`src/rtl/interconn_pkg.sv`:
```
// Shared crossbar types: the flit carried from a sending MVU to a receive port.
package interconn_pkg;

  localparam int N_MVU  = 8;
  localparam int W_WORD = 64;
  localparam int BADDR  = 15;

  typedef struct packed {
    logic [N_MVU-1:0]  src;
    logic [BADDR-1:0]  addr;
    logic [W_WORD-1:0] word;
  } ic_flit_t;

endpackage

```
`src/rtl/interconn_recv_port_if.sv`:
```
// Bundle of crossbar-receive, memory-write and status signals of one receive port.
interface interconn_recv_port_if #(
  parameter int DEPTH = 4,
  parameter int CNTW  = 16
);
  import interconn_pkg::*;

  localparam int CW = $clog2(DEPTH) + 1;

  logic [N_MVU-1:0]  recv_from;
  logic              recv_en;
  logic [BADDR-1:0]  recv_addr;
  logic [W_WORD-1:0] recv_word;
  logic [N_MVU-1:0]  src_mask;
  logic              mem_busy;
  logic              ovf_clr;

  logic              mem_we;
  logic [BADDR-1:0]  mem_addr;
  logic [W_WORD-1:0] mem_word;
  logic [N_MVU-1:0]  mem_src;
  logic [CW-1:0]     fifo_count;
  logic              overflow;
  logic [CNTW-1:0]   drop_cnt;

  modport master (
    output recv_from, recv_en, recv_addr, recv_word, src_mask, mem_busy, ovf_clr,
    input  mem_we, mem_addr, mem_word, mem_src, fifo_count, overflow, drop_cnt
  );

  modport slave (
    input  recv_from, recv_en, recv_addr, recv_word, src_mask, mem_busy, ovf_clr,
    output mem_we, mem_addr, mem_word, mem_src, fifo_count, overflow, drop_cnt
  );

endinterface

```
`src/rtl/interconn_fifo.sv`:
```
// Synchronous FIFO of crossbar flits; full/empty come from the occupancy count.
module interconn_fifo
  import interconn_pkg::*;
#(
  parameter int DEPTH = 4
) (
  input  logic                   clk,
  input  logic                   clr,
  input  logic                   push,
  input  logic                   pop,
  input  ic_flit_t               din,
  output ic_flit_t               dout,
  output logic [$clog2(DEPTH):0] count
);

  localparam int AW = $clog2(DEPTH);

  ic_flit_t        r_mem [DEPTH];
  logic [AW-1:0]   r_wptr;
  logic [AW-1:0]   r_rptr;
  logic [AW:0]     r_count;

  // Storage carries no reset; the caller never pops an empty or pushes a full FIFO.
  always_ff @(posedge clk) begin
    if (push) r_mem[r_wptr] <= din;
  end

  always_ff @(posedge clk or posedge clr) begin
    if (clr) begin
      r_wptr  <= '0;
      r_rptr  <= '0;
      r_count <= '0;
    end else begin
      if (push) r_wptr <= r_wptr + 1'b1;
      if (pop)  r_rptr <= r_rptr + 1'b1;
      r_count <= r_count + {{AW{1'b0}}, push} - {{AW{1'b0}}, pop};
    end
  end

  assign dout  = r_mem[r_rptr];
  assign count = r_count;

endmodule

```
`src/rtl/interconn_recv_port.sv`:
```
// MVU receive port: filters crossbar words by source, buffers them and drains into the data-memory write port.
module interconn_recv_port
  import interconn_pkg::*;
#(
  parameter int DEPTH = 4,
  parameter int CNTW  = 16
) (
  input  logic                 clk,
  input  logic                 clr,
  interconn_recv_port_if.slave bus
);

  localparam int             CW   = $clog2(DEPTH) + 1;
  localparam logic [CW-1:0]  FULL = CW'(DEPTH);

  function automatic logic [CNTW-1:0] sat_inc(input logic [CNTW-1:0] v);
    return (&v) ? v : v + 1'b1;
  endfunction

  logic            w_acc;
  logic            w_pop;
  logic            w_push;
  logic            w_drop;
  logic [CW-1:0]   w_count;
  ic_flit_t        w_din;
  ic_flit_t        w_head;

  logic              r_mem_we;
  logic [BADDR-1:0]  r_mem_addr;
  logic [W_WORD-1:0] r_mem_word;
  logic [N_MVU-1:0]  r_mem_src;
  logic              r_overflow;
  logic [CNTW-1:0]   r_drop_cnt;

  assign w_acc  = bus.recv_en & (|(bus.recv_from & bus.src_mask));
  assign w_pop  = (w_count != '0) & ~bus.mem_busy;
  // A full FIFO still takes the new word when its head leaves in the same cycle.
  assign w_push = w_acc & ((w_count != FULL) | w_pop);
  assign w_drop = w_acc & ~w_push;

  assign w_din = '{src: bus.recv_from, addr: bus.recv_addr, word: bus.recv_word};

  interconn_fifo #(.DEPTH(DEPTH)) u_fifo (
    .clk   (clk),
    .clr   (clr),
    .push  (w_push),
    .pop   (w_pop),
    .din   (w_din),
    .dout  (w_head),
    .count (w_count)
  );

  always_ff @(posedge clk or posedge clr) begin
    if (clr) begin
      r_mem_we   <= 1'b0;
      r_mem_addr <= '0;
      r_mem_word <= '0;
      r_mem_src  <= '0;
    end else begin
      r_mem_we <= w_pop;
      if (w_pop) begin
        r_mem_addr <= w_head.addr;
        r_mem_word <= w_head.word;
        r_mem_src  <= w_head.src;
      end
    end
  end

  // A drop in the same cycle as ovf_clr restarts the count at one.
  always_ff @(posedge clk or posedge clr) begin
    if (clr) begin
      r_overflow <= 1'b0;
      r_drop_cnt <= '0;
    end else if (w_drop) begin
      r_overflow <= 1'b1;
      r_drop_cnt <= bus.ovf_clr ? CNTW'(1) : sat_inc(r_drop_cnt);
    end else if (bus.ovf_clr) begin
      r_overflow <= 1'b0;
      r_drop_cnt <= '0;
    end
  end

  assign bus.mem_we     = r_mem_we;
  assign bus.mem_addr   = r_mem_addr;
  assign bus.mem_word   = r_mem_word;
  assign bus.mem_src    = r_mem_src;
  assign bus.fifo_count = w_count;
  assign bus.overflow   = r_overflow;
  assign bus.drop_cnt   = r_drop_cnt;

endmodule

```
`src/flat_wrapper.sv`:
```
// flat-port wrapper written by rule: the top's interface ports become plain ports
module interconn_recv_port_flat import interconn_pkg::*;
#(
  parameter int DEPTH = 4,
  parameter int CNTW  = 16
)
  (clk, clr, bus_recv_from, bus_recv_en, bus_recv_addr, bus_recv_word, bus_src_mask, bus_mem_busy, bus_ovf_clr, bus_mem_we, bus_mem_addr, bus_mem_word, bus_mem_src, bus_fifo_count, bus_overflow, bus_drop_cnt);
  interconn_recv_port_if #(.DEPTH(DEPTH), .CNTW(CNTW)) bus_i ();
  input  logic clk;
  input  logic clr;
  input wire logic [$bits(bus_i.recv_from)-1:0] bus_recv_from;
  input wire logic [$bits(bus_i.recv_en)-1:0] bus_recv_en;
  input wire logic [$bits(bus_i.recv_addr)-1:0] bus_recv_addr;
  input wire logic [$bits(bus_i.recv_word)-1:0] bus_recv_word;
  input wire logic [$bits(bus_i.src_mask)-1:0] bus_src_mask;
  input wire logic [$bits(bus_i.mem_busy)-1:0] bus_mem_busy;
  input wire logic [$bits(bus_i.ovf_clr)-1:0] bus_ovf_clr;
  output wire logic [$bits(bus_i.mem_we)-1:0] bus_mem_we;
  output wire logic [$bits(bus_i.mem_addr)-1:0] bus_mem_addr;
  output wire logic [$bits(bus_i.mem_word)-1:0] bus_mem_word;
  output wire logic [$bits(bus_i.mem_src)-1:0] bus_mem_src;
  output wire logic [$bits(bus_i.fifo_count)-1:0] bus_fifo_count;
  output wire logic [$bits(bus_i.overflow)-1:0] bus_overflow;
  output wire logic [$bits(bus_i.drop_cnt)-1:0] bus_drop_cnt;
  assign bus_i.recv_from = bus_recv_from;
  assign bus_i.recv_en = bus_recv_en;
  assign bus_i.recv_addr = bus_recv_addr;
  assign bus_i.recv_word = bus_recv_word;
  assign bus_i.src_mask = bus_src_mask;
  assign bus_i.mem_busy = bus_mem_busy;
  assign bus_i.ovf_clr = bus_ovf_clr;
  assign bus_mem_we = bus_i.mem_we;
  assign bus_mem_addr = bus_i.mem_addr;
  assign bus_mem_word = bus_i.mem_word;
  assign bus_mem_src = bus_i.mem_src;
  assign bus_fifo_count = bus_i.fifo_count;
  assign bus_overflow = bus_i.overflow;
  assign bus_drop_cnt = bus_i.drop_cnt;
  interconn_recv_port #(.DEPTH(DEPTH), .CNTW(CNTW)) u_core (.clk(clk), .clr(clr), .bus(bus_i));
endmodule
```
`config.mk`:
```
export PLATFORM = sky130hd
export DESIGN_NAME = interconn_recv_port_flat
export DESIGN_NICKNAME = d
export VERILOG_FILES = /design/src/rtl/interconn_pkg.sv /design/src/rtl/interconn_recv_port_if.sv /design/src/rtl/interconn_fifo.sv /design/src/rtl/interconn_recv_port.sv /design/src/flat_wrapper.sv
export SDC_FILE = /design/constraint.sdc
export NUM_CORES = 1
export LEC_CHECK = 0
export CAP_MARGIN = 20
export CORE_AREA = 2 2 216 218
export CTS_BUF_LIST = sky130_fd_sc_hd__clkbuf_4
export CTS_CLUSTER_DIAMETER = 50
export DETAILED_ROUTE_END_ITERATION = 10
export DIE_AREA = 0 0 218 220
export GPL_ROUTABILITY_DRIVEN = 0
export GPL_TIMING_DRIVEN = 1
export HOLD_SLACK_MARGIN = 0.15
export PLACE_DENSITY_LB_ADDON = 0.05
export SYNTH_ARGS = -nofsm -noshare
export SYNTH_HDL_FRONTEND = slang
export SYNTH_HIERARCHICAL = 1
export SYNTH_SLANG_ARGS = --single-unit
```
`constraint.sdc`:
```
create_clock -name clk -period 5.7 [get_ports clk]
set_input_delay 0.57 -clock clk [delete_from_list [all_inputs] [get_ports clk]]
set_output_delay 0.57 -clock clk [all_outputs]
set_load 0.005 [all_outputs]
```
==> metrics, run 1 <==
Worst VDD drop=0.000282 V; fill cell count=3,998; clock root cell=clkbuf_4; Vias=8,620; setup TNS=0 ns; CP startpoint kind=input port; Post-Syn Area per Cell=22.0 µm²; Tot GR Track Use=16.0%; ys async rst share=24.3%; Syn Std Cell Area=0.0172 mm²; Slew @ Worst Pin=0.973 ns; share of layout cells above drive strength 1=31.3%; Nets=1,200; Port Buffer Count=207; FF-to-FF Start=u_core/u_fifo/count[1]$_DFF_PP0_; footprint of the multi-input gates=0.00373 mm²; Worst path slowest cell=and2_4; clock skew=0.0389 ns; status=completed; first-pass GRT wire length=56,300 µm; DP Wirelength=21,700 µm; DIE AREA=0.0480 mm²; Slew Viols, Final=0; # DRC=0; syn_nets=891; min-delay worst type=input port to flop; fmax=331 MHz; critical-path cell list=clkdlybuf4s50_1 > a22o_1 > o41ai_4 > nor2b_1 > and2_4 > buf_4; Distinct cells, synth=43; Power Total=10.6 mW; number of enable flip-flop cells after synthesis=348; Arrival @ worst endpoint=3.47 ns; Syn Inst Count=783; DR pass1 iterations=6; end point of the critical path=u_core/u_fifo/r_mem[1][29]$_DFFE_PP_; register area share after synthesis=77.0%; slowest stage delay, CP=0.75 ns; clock transition at the registers of the reported paths=0.06 ns; RSZ-0062 raised after global routing=false; vias in the first global route=9,344; R2R cell count=5; Synth Flop Type=edfxtp_1; Synth top area share=60.7%; critical path data required time=6.15 ns; commonest non-fill, non-tap cells in the layout=edfxtp_1, clkdlybuf4s50_1, clkbuf_4, dfrtp_1, mux4_2; number of I/O pins=208; CP Max Fanout=45; Skew-Pair Late Insertion Delay=0.82 ns; Final Setup Violations=0; pin count of the biggest net entering global routing=68; fin crit period=3.02 ns; crit end category=flop; Slew HR=35.1%; Max Root-Sink Buffers=3; GR Overflow Total=0; Die W=218 µm; CTS Sinks=460; Core Area=0.0459 mm²; most common cell after layout, fill and taps aside=edfxtp_1; synthesis-to-finish area growth=25.7%; Leak=7.57 nW; Reg-to-Reg End=u_core/u_fifo/r_mem[1][29]$_DFFE_PP_; most area-hungry cell type in the Yosys netlist=edfxtp_1; CP startpoint=bus_recv_from[7]; register area=0.0133 mm²; Initial DRC Count=494; Starting Density=37.5%; TritonCTS clock tree=built; antenna-violating nets left=0; CTS Buf Count=119; PD cells=488 mW/mm²; DR vias/cell=4.78; max-cap violations=0; Synth area leaders=edfxtp_1, dfrtp_1, mux4_2; synth warn=6; WL/cell=20.6 µm; CTS-repair resized insts=0; synthesized flop and latch total=460; number of antenna violations at the first check in global routing=3; Crit Path Class=input port to flop; Final period util=53.1%; FP Rows=79; critical hold path startpoint=bus_recv_word[22]; reg2reg setup slack=2.80 ns; die extent in y=220 µm; final count of hold timing violations=0; H-tree levels=3; total wire length=37,100 µm
==> routing by layer <==
metal	vias to the layer above	global-route usage (%)	part of all wire, %
met3	55	4.72	5.4
met4	4	6.19	1.7
met2	216	25.6	50
met1	4459	20.6	43
met5	-	0	0.062
li1	3886	-	-
==> registers in the layout, indices dropped and copies added (netlist names) <==
name / cells
u_core/u_fifo/r_mem: 348
u_core/bus.mem_word: 64
u_core/bus.drop_cnt: 16
u_core/bus.mem_addr: 15
u_core/bus.mem_src: 8
u_core/u_fifo/count: 3
u_core/u_fifo/r_rptr: 2
u_core/u_fifo/r_wptr: 2
u_core/bus.mem_we: 1
u_core/bus.overflow: 1
==> cell type report <==
cell class	instances	share of cell area, %
Antenna cell	2	0.0231
Clock buffer	191	6.63
Clock inverter	31	0.705
Inverter	10	0.185
Multi-Input combinational cell	280	17.2
Sequential cell	460	61.3
Tap cell	607	3.51
Timing Repair Buffer	221	10.4
==> cells in the mapped netlist, types with 2 or more instances <==
cell type	n
nand3_1	7
nor2b_1	6
o21ai_0	2
nor4_1	3
or4_1	3
mux2_1	30
and2_1	5
a22o_1	4
buf_2	10
xor2_1	2
nand2_1	7
buf_6	2
xnor2_1	5
clkbuf_1	13
edfxtp_1	348
ha_1	7
o21ai_1	7
a21oi_1	10
buf_12	2
nor2_1	9
inv_1	10
dfrtp_1	112
o31ai_1	3
or3_1	8
mux4_2	87
buf_4	5
mux2_2	60
==> report_power, final <==
| part | internal, mW | switching, mW | leakage (nW) |
|---|---|---|---|
| logic | 1.67 | 1.16 | 2.09 |
| registers | 4.47 | 0.431 | 4.53 |
| clock network | 1.56 | 1.28 | 0.953 |
==> worst max-delay path, delay by kind of cell <==
kind | cells | cell delay [ns]
and+or+nand+nor | 2 | 1.28
buffers and inverters | 2 | 1.04
AOI/OAI and AO/OA | 2 | 0.52
==> through the flow <==
stage | utilization, % | setup WS, ns | instance area (µm²) | instances | hold slack (ns)
global route | 47.2 | 2.52 | 21600 | 1802 | 0.309
finish | 47.2 | 2.68 | 21600 | 1802 | 0.397
CTS | 47.1 | 2.68 | 21600 | 1798 | 0.280
global placement | 43.6 | 1.84 | 20000 | 1575 | 0.466
detailed placement | 43.6 | 1.77 | 20000 | 1575 | 0.474
floorplan | - | 2.00 | 17200 | 783 | 0.373
==> cells by family after synthesis <==
family          Yosys count  synth area share [%]
compound gates           28                  1.15
xor+xnor                  7                 0.356
fa+ha+maj                 8                 0.625
buf+inv                  43                  1.46
flops                   460                  77.0
mux                     178                  17.3
simple gates             59                  2.11
==> what timing repair did <==
item,4_1_cts,5_1_grt
endpoints found under the hold margin,7,0
setup buffers,0,0
hold buffers,1,0
==> worst min path at each step <==
stage / end / slack (ns) / depth (start not counted)
final: u_core/u_fifo/r_mem[3][22]$_DFFE_PP_ / 0.40 / 1
after global routing: u_core/u_fifo/r_mem[2][56]$_DFFE_PP_ / 0.31 / 1
after CTS: u_core/u_fifo/r_mem[2][40]$_DFFE_PP_ / 0.28 / 1
after detailed placement: u_core/bus.mem_word[6]$_DFFE_PP0P_ / 0.47 / 1
after global placement: u_core/bus.mem_src[5]$_DFFE_PP0P_ / 0.47 / 1
after floorplan: u_core/u_fifo/count[0]$_DFF_PP0_ / 0.37 / 1
(Power assumes the default switching activity.)
==> run 2: changes to the inputs <==
==> constraint.sdc (replaced) <==
create_clock -name clk -period 2.4 [get_ports clk]
set_input_delay 0.24 -clock clk [delete_from_list [all_inputs] [get_ports clk]]
set_output_delay 0.24 -clock clk [all_outputs]
set_load 0.005 [all_outputs]
==> run 2 against run 1 <==
  * Critical endpoint is now bus_drop_cnt[3]
  * Design area grew 6.6%
  * Critical path depth shrank 5
  * Worst setup slack lost 2.5 ns
  * Register-to-register slack lost 2.5 ns
  * Cell count grew 7.5%
  * Critical path type is now flop to output pin
==> metrics, run 2 (synthesis gave the netlist of run 1 again) <==
Crit path max-delay family=buffers and inverters (was simple AND/OR/NAND/NOR gates); final count of hold timing violations=0 (unchanged); Initial DRC Count=476 (was 494); Arrival @ worst endpoint=1.96 ns (was 3.47 ns); die extent in y=220 µm (unchanged); Max Root-Sink Buffers=3 (unchanged); Nets=1,326 (was 1,200); PD cells=1140 mW/mm² (was 488 mW/mm²); Comb power frac=27.9% (was 26.7%); Leak=8.23 nW (was 7.57 nW); Slew Viols, Final=0 (unchanged); synthesis-to-finish area growth=34.0% (was 25.7%); slowest stage delay, CP=0.56 ns (was 0.75 ns); Die W=218 µm (unchanged); clock transition at the registers of the reported paths=0.06 ns (about the same); critical path data required time=2.16 ns (was 6.15 ns); status=completed (unchanged); total wire length=37,700 µm (was 37,100 µm); Worst path slowest cell=clkdlybuf4s50_1 (was and2_4); number of I/O pins=208 (unchanged); switch share=26.9% (was 27.2%); Power Total=26.3 mW (was 10.6 mW); CP startpoint kind=flop (was input port); R2R cell count=8 (was 5); Port Buffer Count=207 (unchanged); utilization after layout=50.3% (was 47.2%); share of layout cells above drive strength 1=31.8% (was 31.3%); Crit path buffers/inverters=1 (was 2); CTS Sinks=460 (unchanged); end point of the critical path=bus_drop_cnt[3] (was u_core/u_fifo/r_mem[1][29]$_DFFE_PP_); Slew @ Worst Pin=0.613 ns (was 0.973 ns); Skew-Pair Late Insertion Delay=0.91 ns (was 0.82 ns); GR Overflow Total=0 (unchanged); CTS-repair resized insts=0 (unchanged); Biggest register=u_core/u_fifo/r_mem (unchanged); WL/cell=19.4 µm (was 20.6 µm); setup TNS=0 ns (unchanged); fin crit period=2.20 ns; Reg power frac=43.5% (was 46.4%); Slew HR=59.1% (was 35.1%); DR vias/cell=4.69 (was 4.78); Final period util=91.9%; most common cell after layout, fill and taps aside=edfxtp_1 (unchanged); max reg flops=348 (unchanged); pin count of the biggest net entering global routing=91 (was 68); first-pass GRT wire length=57,400 µm (was 56,300 µm); max-cap violations=0 (unchanged); number of antenna violations at the first check in global routing=3 (unchanged); FF-to-FF Start=u_core/u_fifo/count[1]$_DFF_PP0_ (unchanged); Post-Layout Cell Count=1,937 (was 1,802); Tot GR Track Use=16.4% (was 16.0%); CP startpoint=u_core/bus.drop_cnt[3]$_DFFE_PP0P_ (was bus_recv_from[7]); DP Wirelength=21,700 µm (about the same); reg2reg setup slack=0.31 ns (was 2.80 ns); Clock power frac=28.6% (was 26.9%); # DRC=0 (unchanged); DR pass1 iterations=5 (was 6); fmax=454 MHz; FP Rows=79 (unchanged); Reg-to-Reg End=u_core/u_fifo/count[2]$_DFF_PP0_ (was u_core/u_fifo/r_mem[1][29]$_DFFE_PP_); critical-path cell list=clkdlybuf4s50_1 (was clkdlybuf4s50_1 > a22o_1 > o41ai_4 > nor2b_1 > and2_4 > buf_4); CTS Buf Count=131 (was 119); Worst VDD drop=0.000524 V (was 0.000282 V); Starting Density=37.5% (unchanged); min-delay worst type=input port to flop (unchanged); CP Max Fanout=7 (was 45); Psw=7.07 mW (was 2.87 mW); DIE AREA=0.0480 mm² (unchanged); TritonCTS clock tree=built (unchanged); cell depth of the worst setup path=1 (was 6); Int Pwr=19.2 mW (was 7.69 mW); clock skew=0.0463 ns (was 0.0389 ns); dpl cells=1,601 (was 1,575); commonest non-fill, non-tap cells in the layout=edfxtp_1, clkbuf_4, clkdlybuf4s50_1, dfrtp_1, dlygate4sd3_1 (was edfxtp_1, clkdlybuf4s50_1, clkbuf_4, dfrtp_1, mux4_2); Final Setup Violations=0 (unchanged); crit end category=output pin (was flop); Crit Path Class=flop to output pin (was input port to flop); Core Area=0.0459 mm² (unchanged); vias in the first global route=9,827 (was 9,344); Vias=9,077 (was 8,620); RSZ-0062 raised after global routing=false (unchanged); clock root cell=clkbuf_4 (unchanged); H-tree levels=4 (was 3); antenna-violating nets left=0 (unchanged)
## run 2: timing repair
item	in CTS	in global routing
setup buffers	0	0
hold endpoints to repair	480	0
hold buffers	91	0
setup endpoints to repair	0	0
## run 2: power groups by stage
| stage | Sequential [mW] | Combinational, mW | Clock, mW |
|---|---|---|---|
| after floorplan | 11.4 | 4.03 | 0 |
| after global placement | 11.6 | 7.40 | 0 |
| after detailed placement | 11.6 | 7.39 | 0 |
| after CTS | 11.5 | 7.55 | 7.86 |
| after global routing | 11.7 | 7.94 | 8.32 |
| final | 11.4 | 7.34 | 7.52 |
## run 2: final cells by class
| cell class | instances | area, µm² |
|---|---|---|
| repair buffers | 335 | 3490 |
| multi-input cells | 280 | 3730 |
| fillers | 3938 | 22800 |
| clock inverters | 32 | 205 |
| diodes | 2 | 5.00 |
| clock buffers | 211 | 1580 |
| flip-flops and latches | 460 | 13300 |
| inverters | 10 | 41.3 |
| well taps | 607 | 759 |
## run 2: layer usage
layer | vias to the layer above | GRT usage [%] | part of all wire [%]
met2 | 246 | 25.0 | 48
met1 | 4629 | 21.3 | 44
met4 | 2 | 6.69 | 1.6
met5 | - | 0 | 0.035
met3 | 49 | 5.89 | 6.2
li1 | 4151 | - | -
## run 2: stage by stage
step	hold slack, ns	setup WS (ns)	area (µm²)
after detailed placement	0.479	-0.105	20400
after floorplan	0.0434	-0.132	17200
after global placement	0.467	-0.0767	20400
final	0.311	0.195	23100
after CTS	0.155	0.0315	23100
after global routing	0.236	0.0160	23100
## run 2: worst min path at each step
| stage | start | endpoint | slack [ns] | cells past startpoint |
|---|---|---|---|---|
| final | bus_mem_busy | u_core/bus.overflow$_DFFE_PP0P_ | 0.31 | 4 |
| after global routing | bus_mem_busy | u_core/bus.drop_cnt[13]$_DFFE_PP0P_ | 0.24 | 5 |
| after CTS | bus_mem_busy | u_core/bus.drop_cnt[13]$_DFFE_PP0P_ | 0.16 | 5 |
| after detailed placement | u_core/bus.mem_addr[13]$_DFFE_PP0P_ | u_core/bus.mem_addr[13]$_DFFE_PP0P_ | 0.48 | 1 |
| after global placement | u_core/bus.mem_src[1]$_DFFE_PP0P_ | u_core/bus.mem_src[1]$_DFFE_PP0P_ | 0.47 | 1 |
| after floorplan | clr | u_core/u_fifo/count[0]$_DFF_PP0_ | 0.04 | 1 |
==> run 3: changes to the inputs <==
--- a/config.mk
+++ b/config.mk
@@ -9,10 +9,10 @@
 export CORE_AREA = 2 2 216 218
 export CTS_BUF_LIST = sky130_fd_sc_hd__clkbuf_4
 export CTS_CLUSTER_DIAMETER = 50
+export CTS_CLUSTER_SIZE = 8
 export DETAILED_ROUTE_END_ITERATION = 10
 export DIE_AREA = 0 0 218 220
 export GPL_ROUTABILITY_DRIVEN = 0
-export GPL_TIMING_DRIVEN = 1
 export HOLD_SLACK_MARGIN = 0.15
 export PLACE_DENSITY_LB_ADDON = 0.05
 export SYNTH_ARGS = -nofsm -noshare
==> run 3 against run 2 <==
  * Sequential share of layout area grew 2.3 points
  * Non-clock buffer count shrank 8
  * Global-route usage shrank 0.63 points
  * Via count shrank 4.0%
  * Register-to-register slack is essentially flat
  * Maximum frequency shrank 6.3%
  * Combinational power is essentially flat
  * Cell count shrank 6.8%
  * Sequential cell count is the same
  * Routed wire length shrank 2.1%
  * Critical endpoint is now u_core/u_fifo/count[2]$_DFF_PP0_
  * Largest cell class unchanged
  * Largest power group unchanged
==> metrics, run 3 (synthesis gave the netlist of run 1 again) <==
CTS-repair resized insts=0 (unchanged); PD cells=1080 mW/mm² (was 1140 mW/mm²); footprint of the multi-input gates=0.00373 mm² (unchanged); Core Area=0.0459 mm² (unchanged); CP Max Fanout=2 (was 7); clock root cell=clkbuf_4 (unchanged); vias in the first global route=9,252 (was 9,827); Starting Density=37.5% (unchanged); Arrival @ worst endpoint=2.96 ns (was 1.96 ns); number of I/O pins=208 (unchanged); CTS Sinks=460 (unchanged); antenna-violating nets left=0 (unchanged); Nets=1,257 (was 1,326); max reg flops=348 (unchanged); register area=0.0133 mm² (unchanged); TritonCTS clock tree=built (unchanged); Crit Path Class=input port to flop (was flop to output pin); FP Rows=79 (unchanged); number of antenna violations at the first check in global routing=2 (was 3); status=completed (unchanged); RSZ-0062 raised after global routing=false (unchanged); die extent in y=220 µm (unchanged); pin count of the biggest net entering global routing=91 (unchanged); fill cell count=3,971 (was 3,938); WL/cell=20.4 µm (was 19.4 µm); Tot GR Track Use=15.7% (was 16.4%); fin crit period=2.35 ns (was 2.20 ns); synthesis-to-finish area growth=28.9% (was 34.0%); hold slack=0.248 ns (was 0.311 ns); DR vias/cell=4.83 (was 4.69); DP Wirelength=21,700 µm (unchanged); DIE AREA=0.0480 mm² (unchanged); CP startpoint kind=input port (was flop); max-cap violations=0 (unchanged); Initial DRC Count=494 (was 476); Leak=7.70 nW (was 8.23 nW); clock skew=0.0425 ns (was 0.0463 ns); DP Area=0.0204 mm² (unchanged); Slew Viols, Final=0 (unchanged); # DRC=0 (unchanged); clock transition at the registers of the reported paths=0.09 ns (was 0.06 ns); fmax=425 MHz (was 454 MHz); Final period util=98.0% (was 91.9%); Max Root-Sink Buffers=3 (unchanged); first-pass GRT wire length=56,300 µm (was 57,400 µm); GR Overflow Total=0 (unchanged); postcts setup bufs=0 (unchanged); Vias=8,714 (was 9,077); Die W=218 µm (unchanged); Port Buffer Count=207 (unchanged); min-delay worst type=input port to flop (unchanged); Slew HR=58.7% (was 59.1%); H-tree levels=3 (was 4); total wire length=36,900 µm (was 37,700 µm); final count of hold timing violations=0 (unchanged); DR pass1 iterations=4 (was 5); critical path data required time=3.01 ns (was 2.16 ns); share of layout cells above drive strength 1=26.5% (was 31.8%); crit end category=flop (was output pin); most common cell after layout, fill and taps aside=edfxtp_1 (unchanged); commonest non-fill, non-tap cells in the layout=edfxtp_1, clkdlybuf4s50_1, clkbuf_4, dfrtp_1, mux4_2 (was edfxtp_1, clkbuf_4, clkdlybuf4s50_1, dfrtp_1, dlygate4sd3_1); Biggest register=u_core/u_fifo/r_mem (unchanged); Slew @ Worst Pin=0.620 ns (was 0.613 ns); final instance area=0.0222 mm² (was 0.0231 mm²); Final Setup Violations=0 (unchanged); Worst VDD drop=0.000462 V (was 0.000524 V); CTS Buf Count=70 (was 131); Skew-Pair Late Insertion Delay=0.75 ns (was 0.91 ns)
[run 3: worst max-delay path, stage by stage]
cell             delay (ns)
dlygate4sd3_1          0.54
clkdlybuf4s50_1        0.46
a22o_1                 0.27
o41ai_4                0.42
nor2b_1                0.15
ha_1                   0.24
fa_1                   0.38
xnor2_1                0.14
xnor2_1                0.12
[run 3: repair_timing]
action | 4_1_cts | 5_1_grt
endpoints found under the setup margin | 0 | 0
hold buffers | 83 | 0
hold endpoints to repair | 440 | 0
[run 3: per-stage QoR]
step / TNS, ns / util [%] / total power, mW / worst slack [ns] / instances
after floorplan: -45.88 / - / 15.4 / -0.132 / 783
after global placement: -0.148 / 44.4 / 19.0 / -0.0767 / 1601
after detailed placement: -1.15 / 44.4 / 19.0 / -0.105 / 1601
after CTS: 0 / 48.4 / 24.5 / 0.164 / 1805
after global routing: 0 / 48.4 / 25.4 / 0.0437 / 1806
final: 0 / 48.4 / 24.0 / 0.0479 / 1806
[run 3: where the power goes]
part           internal, mW  switching, mW  leakage [nW]
Clock                  2.53           2.71         0.583
Sequential             10.6          0.840          4.53
Combinational          4.32           3.01          2.59
Total                  17.4           6.55          7.70
[run 3: area by class of cell]
type / count / area share [%]
diodes: 1 / 0.0113
clock buffers: 111 / 3.76
clock inverters: 10 / 0.688
inverters: 10 / 0.186
multi-input cells: 280 / 16.8
flip-flops and latches: 460 / 59.8
well taps: 607 / 3.42
repair buffers: 327 / 15.4
[run 3: worst paths after layout]
| check | start | end | slack [ns] | cells past startpoint |
|---|---|---|---|---|
| worst max-delay path | bus_recv_from[7] | u_core/u_fifo/count[2]$_DFF_PP0_ | 0.05 | 9 |
| worst min-delay path | bus_recv_word[4] | u_core/u_fifo/r_mem[3][4]$_DFFE_PP_ | 0.25 | 1 |
| worst max register to register | u_core/u_fifo/count[1]$_DFF_PP0_ | u_core/u_fifo/count[2]$_DFF_PP0_ | 0.31 | 8 |
| worst min register to register | u_core/bus.mem_src[5]$_DFFE_PP0P_ | u_core/bus.mem_src[5]$_DFFE_PP0P_ | 0.49 | 1 |
| max in group asynchronous | clr | u_core/bus.mem_word[63]$_DFFE_PP0P_ | 1.25 | 4 |
| min in group asynchronous | clr | u_core/u_fifo/r_rptr[0]$_DFFE_PP0P_ | 0.43 | 3 |
[run 3: per-layer routing]
| metal | up-vias | share of wire, % | track usage [%] |
|---|---|---|---|
| li1 | 3938 | - | - |
| met1 | 4503 | 46 | 21.7 |
| met2 | 208 | 47 | 24.7 |
| met3 | 63 | 5.0 | 3.93 |
| met4 | 2 | 2.0 | 4.83 |
| met5 | - | 0.035 | 0 |
